$ cat config.mk
export PLATFORM = sky130hd
export DESIGN_NAME = ddr2_app_arbiter
export DESIGN_NICKNAME = d
export VERILOG_FILES = /design/src/rtl/ddr2_arb_pkg.sv /design/src/rtl/ddr2_rd_credit_counter.sv /design/src/rtl/ddr2_app_arbiter.sv
export SDC_FILE = /design/constraint.sdc
export NUM_CORES = 1
export LEC_CHECK = 0
export BUFFER_PORTS_ARGS = -buffer_cell sky130_fd_sc_hd__buf_2
export CORE_MARGIN = 3
export CORE_UTILIZATION = 45
export DETAILED_ROUTE_END_ITERATION = 10
export MAX_ROUTING_LAYER = met4
export PLACE_DENSITY = 0.84
export SKIP_CTS_REPAIR_TIMING = 1
export SLEW_MARGIN = 40
export SYNTH_ARGS = -nofsm -noshare
export SYNTH_HDL_FRONTEND = slang
export SYNTH_HIERARCHICAL = 1
export SYNTH_SLANG_ARGS = --single-unit
$ cat constraint.sdc
create_clock -name clk_in -period 3.5 [get_ports clk_in]
set_input_delay 0.35 -clock clk_in [delete_from_list [all_inputs] [get_ports clk_in]]
set_output_delay 0.35 -clock clk_in [all_outputs]
set_load 0.03 [all_outputs]
$ cat src/rtl/ddr2_arb_pkg.sv
// Shared encodings for the DDR2 MIG app-port arbiter.
// Command codes follow the MIG app_af_cmd field.
package ddr2_arb_pkg;

    localparam logic [2:0] CMD_WR = 3'b000;
    localparam logic [2:0] CMD_RD = 3'b001;

    typedef enum logic [1:0] {
        IDLE,
        WR_D0,
        WR_D1,
        RD_CMD
    } arb_state_t;

endpackage

$ cat src/rtl/ddr2_rd_credit_counter.sv
// Outstanding-read credit tracker for the MIG read path.
// Two data beats retire one read command.
module ddr2_rd_credit_counter (
    input  logic       clk_in,
    input  logic       reset_n,
    input  logic       inc,
    input  logic       rd_data_valid,
    output logic [7:0] count,
    output logic       ovf_err
);

    logic half;
    logic dec;

    assign dec = rd_data_valid && (count != 8'd0) && half;

    always_ff @(posedge clk_in) begin
        if (!reset_n) begin
            count   <= 8'd0;
            half    <= 1'b0;
            ovf_err <= 1'b0;
        end else begin
            // a beat with nothing in flight is dropped, not counted
            if (rd_data_valid) begin
                if (count == 8'd0) begin
                    ovf_err <= 1'b1;
                end else begin
                    half <= !half;
                end
            end
            if (inc && !dec) begin
                count <= count + 8'd1;
            end else if (dec && !inc) begin
                count <= count - 8'd1;
            end
        end
    end

endmodule

$ cat src/rtl/ddr2_app_arbiter.sv
// Round-robin sharing of the MIG command/write-data port between
// a write-stream client and a read-stream client.
module ddr2_app_arbiter
    import ddr2_arb_pkg::*;
#(
    parameter int unsigned ADDR_W     = 31,
    parameter int unsigned APP_DW     = 64,
    parameter int unsigned BURST_CMDS = 8,
    parameter int unsigned CMD_WORDS  = 2,
    parameter int unsigned ADDR_INC   = 4,
    parameter int unsigned MAX_RD_OUT = 16
) (
    input  logic                clk_in,
    input  logic                reset_n,
    input  logic                phy_init_done,
    input  logic                wr_req,
    input  logic [ADDR_W-1:0]   wr_addr,
    output logic                wr_gnt,
    output logic                wr_data_rd,
    input  logic [APP_DW-1:0]   wr_data,
    input  logic                rd_req,
    input  logic [ADDR_W-1:0]   rd_addr,
    output logic                rd_gnt,
    output logic [2:0]          app_af_cmd,
    output logic [ADDR_W-1:0]   app_af_addr,
    output logic                app_af_wren,
    input  logic                app_af_afull,
    output logic                app_wdf_wren,
    output logic [APP_DW-1:0]   app_wdf_data,
    output logic [APP_DW/8-1:0] app_wdf_mask_data,
    input  logic                app_wdf_afull,
    input  logic                rd_data_valid,
    output logic                busy,
    output logic [7:0]          rd_outstanding,
    output logic                ovf_err
);

    if (CMD_WORDS != 2) begin : g_bad_words
        $error("ddr2_app_arbiter supports two wdf words per command only");
    end

    arb_state_t        state;
    logic              last_rd;
    logic [ADDR_W-1:0] addr;
    logic [7:0]        cmd_cnt;

    logic       rd_ok;
    logic       pick_wr;
    logic       pick_rd;
    logic       d0_go;
    logic       d1_go;
    logic       rd_go;
    logic       last_cmd;
    logic [8:0] rd_sum;

    assign rd_sum   = {1'b0, rd_outstanding} + 9'(BURST_CMDS);
    assign rd_ok    = rd_req && (rd_sum <= 9'(MAX_RD_OUT));
    assign pick_wr  = phy_init_done && wr_req && (!rd_ok || last_rd);
    assign pick_rd  = phy_init_done && rd_ok && (!wr_req || !last_rd);
    assign d0_go    = (state == WR_D0) && !app_wdf_afull;
    assign d1_go    = (state == WR_D1) && !app_wdf_afull && !app_af_afull;
    assign rd_go    = (state == RD_CMD) && !app_af_afull;
    assign last_cmd = (cmd_cnt == 8'd1);

    // strobes follow the almost-full flags in the same cycle
    assign wr_data_rd        = d0_go || d1_go;
    assign app_wdf_wren      = d0_go || d1_go;
    assign app_af_wren       = d1_go || rd_go;
    assign app_af_addr       = addr;
    assign app_wdf_data      = wr_data;
    assign app_wdf_mask_data = '0;
    assign busy              = (state != IDLE);

    always_ff @(posedge clk_in) begin
        if (!reset_n) begin
            state      <= IDLE;
            last_rd    <= 1'b1;
            addr       <= '0;
            cmd_cnt    <= 8'd0;
            app_af_cmd <= CMD_WR;
            wr_gnt     <= 1'b0;
            rd_gnt     <= 1'b0;
        end else begin
            wr_gnt <= 1'b0;
            rd_gnt <= 1'b0;
            unique case (state)
                IDLE: begin
                    if (pick_wr) begin
                        wr_gnt     <= 1'b1;
                        addr       <= wr_addr;
                        cmd_cnt    <= 8'(BURST_CMDS);
                        last_rd    <= 1'b0;
                        app_af_cmd <= CMD_WR;
                        state      <= WR_D0;
                    end else if (pick_rd) begin
                        rd_gnt     <= 1'b1;
                        addr       <= rd_addr;
                        cmd_cnt    <= 8'(BURST_CMDS);
                        last_rd    <= 1'b1;
                        app_af_cmd <= CMD_RD;
                        state      <= RD_CMD;
                    end
                end
                WR_D0: begin
                    if (d0_go) begin
                        state <= WR_D1;
                    end
                end
                WR_D1: begin
                    if (d1_go) begin
                        cmd_cnt <= cmd_cnt - 8'd1;
                        // keep the last command address visible once idle
                        if (last_cmd) begin
                            state <= IDLE;
                        end else begin
                            addr  <= addr + ADDR_W'(ADDR_INC);
                            state <= WR_D0;
                        end
                    end
                end
                RD_CMD: begin
                    if (rd_go) begin
                        cmd_cnt <= cmd_cnt - 8'd1;
                        if (last_cmd) begin
                            state <= IDLE;
                        end else begin
                            addr <= addr + ADDR_W'(ADDR_INC);
                        end
                    end
                end
            endcase
        end
    end

    ddr2_rd_credit_counter u_credit (
        .clk_in        (clk_in),
        .reset_n       (reset_n),
        .inc           (rd_go),
        .rd_data_valid (rd_data_valid),
        .count         (rd_outstanding),
        .ovf_err       (ovf_err)
    );

endmodule

==> results_dict.tcl <==
set metrics [dict create \
    yosysMostFrequentCell "buf_4" \
    yosysUniqueCellTypes 67 \
    seqCellArea_sq_um 1100 \
    grt_max_degree 35 \
    ioPinCount 255 \
    relSlewSlack_pct 49.9 \
    ys_ff_latch 55 \
    seqPwrFrac_pct 41.1 \
    drcViolationCount 0 \
    synthFlopType "dfxtp_1" \
    worst_setup_path_start_kind "flip-flop" \
    drive_gt1_share_pct 26.3 \
    area_delta_synth_final_pct 5.86 \
    setup_violations 0 \
    core_area_sq_um 9280 \
    clockBufferDepth 2 \
    leakage_nw 2.17 \
    postLayoutCellArea_sq_um 4590 \
    syn_inst 541 \
    synth_edf_count 0 \
    numCtsBuffers 5 \
    rsz0062_at_grt "false" \
    portBuffers 116 \
    p_comb_share_pct 40.7 \
    required_ns 3.72 \
    synthArstFlopShare_pct 0 \
    post-place-ws_ns 0.544 \
    root_buffer "clkbuf_8" \
    intPower_mw 1.15 \
    tightest_slew_ns 0.746 \
    grt.overflow.total 0 \
    cts.sink_count 55 \
    synth_warnings 6 \
    clock_latency_ns 0.32 \
    min_period_over_period_pct 85.9 \
    whs_ns 0.280 \
    die-area_sq_um 10800 \
    clockPowerShare_pct 18.2 \
    critPathKind "reg -> reg" \
    start_util_pct 46.7 \
    fin_crit_ns 3.01 \
    drv_cap 0 \
    cp.arrival_ns 3.23 \
    synth_common_cells "buf_4 (78), dfxtp_1 (55), nand2_1 (46)" \
    hold_violations 0 \
    end_kind "flip-flop" \
    cp_max_fo 14 \
    cts_tree "yes" \
    netlist_area_sq_um 4330 \
    peakVddDrop_uv 192 \
    htree_num_levels 2 \
    synth.area.top_cells "dfxtp_1 (25%), buf_4 (14%), mux2i_1 (6.7%)" \
    synth_area_leader_cell "dfxtp_1" \
    avgSynthCellArea_sq_um 8.01 \
    p_sw_mw 0.877 \
    p_per_area_nw_per_um2 441 \
    drt_pass1_iterations 5 \
    nets 731 \
    first_iter_violations 424 \
    first_global_vias 3999 \
    fin_ws_ns 0.495 \
    placedInstanceArea_sq_um 4500 \
    hp-class "in -> reg" \
    clk_pin_slew_worst_paths_ns 0.11 \
    switching_share_pct 43.3 \
    rows 35 \
    vias 4240 \
    fp.dieW_um 104 \
    multiInputGateArea_sq_um 2530 \
    drt.antenna.violating_nets 0 \
    drt_wl_total_um 12400 \
    grt_pass1_wl_um 19900 \
    viasPerCell 5.93 \
    timing.fmax_ghz 0.333 \
    die_height_um 104 \
    wl_per_cell_um 17.4 \
    dpl.hpwl_um 9370 \
    gp_congestion 0.966 \
    antenna_found_initial 1 \
    ys_seq_area_share_pct 25.4 \
    fillers 886 \
    skew_ns 0.0174 \
    tns_ns 0 \
    yosysTopAreaCellShare_pct 25.4 \
    maxSlewViolCount 0 \
    outcome "finished clean" \
    grt_usage_pct 22.3 \
]
-- metal layers --
layer | GRT usage, % | share of wire, %
met1 | 26.4 | 39
met2 | 37.6 | 50
met3 | 4.78 | 9.0
met4 | 7.69 | 2.4
met5 | - | 0
-- sequential cells by signal (all words and copies together) (netlist names) --
| signal | flops |
|---|---|
| u_credit/count | 8 |
| cmd_cnt | 8 |
| app_af_cmd | 1 |
| rd_gnt | 1 |
| u_credit/half | 1 |
| wr_gnt | 1 |
| app_af_addr | 31 |
| state | 2 |
| last_rd | 1 |
| u_credit/ovf_err | 1 |
-- cells in the final DEF, fill, tap and decap left out, types with 3 or more instances in the layout --
master,Yosys,routed
a211oi_1,5,5
mux2i_1,29,29
and4_1,4,4
nand2_1,46,45
o21ai_0,32,32
buf_2,1,116
o32a_1,7,7
o22ai_1,4,4
a211o_1,4,4
a31oi_1,5,5
o2111ai_1,3,3
ha_1,12,12
mux2_2,4,4
buf_4,78,9
nor2_1,32,32
nand2b_1,5,5
and3_1,13,13
xnor2_1,4,4
o32ai_1,3,3
and2_1,8,8
a21oi_1,21,21
dfxtp_1,55,55
nand4_1,11,11
nand3_1,34,34
inv_1,15,15
nor3_1,14,13
o21a_1,3,3
clkbuf_8,0,5
nor4bb_1,3,3
a21o_1,5,5
a221o_1,4,4
or2_2,3,3
or3_1,5,5
conb_1,1,10
or4_1,6,6
-- through the flow --
| step | utilization, % | total power [mW] | instances |
|---|---|---|---|
| CTS | 49.4 | 2.02 | 714 |
| finish | 49.4 | 2.02 | 715 |
| global route | 49.4 | 2.13 | 715 |
| floorplan | - | 1.55 | 550 |
| global placement | 48.4 | 1.62 | 706 |
| detailed placement | 48.5 | 1.65 | 706 |
-- area by class of cell --
cell class	instances	share of cell area, %
multi-input cells	382	55.2
flip-flops and latches	55	24.0
repair buffers	125	14.1
well taps	129	3.52
clock buffers	6	1.58
inverters	15	1.23
clock inverters	2	0.273
diodes	1	0.0546
-- cells by family after synthesis --
kind of cell	share of synthesized area [%]
AND/OR/NAND/NOR	23.7
AO/OA/AOI/OAI	21.2
buffers and inverters	17.1
flip-flops	25.4
multiplexers	7.74
adder cells (fa/ha/maj)	3.93
XOR/XNOR	0.809
other	0.0866
-- power by group through the flow --
stage / Combinational (mW) / Clock (mW) / Sequential [mW]
after global placement: 0.788 / 0 / 0.836
after global routing: 0.890 / 0.393 / 0.849
final: 0.823 / 0.368 / 0.832
after floorplan: 0.615 / 0 / 0.935
after CTS: 0.816 / 0.372 / 0.827
after detailed placement: 0.813 / 0 / 0.840
-- worst max-delay path, stage by stage, from the launching register on --
cell	delay, ns
dfxtp_1	0.48
or4b_4	0.51
a2111oi_4	0.53
a31o_2	0.53
buf_4	0.29
mux2i_1	0.24
o32ai_1	0.12
a21o_1	0.17
-- worst paths after layout --
kind	startpoint	end	slack, ns	depth (start not counted)
worst max-delay path	u_credit/count[3]	app_af_addr[9]	0.49	7
worst min-delay path	wr_req	rd_gnt	0.28	2
worst min register to register	last_rd	rd_gnt	0.47	1
worst max register to register	u_credit/count[3]	app_af_addr[9]	0.49	7
No activity file was read; power rests on OpenSTA's default activity.
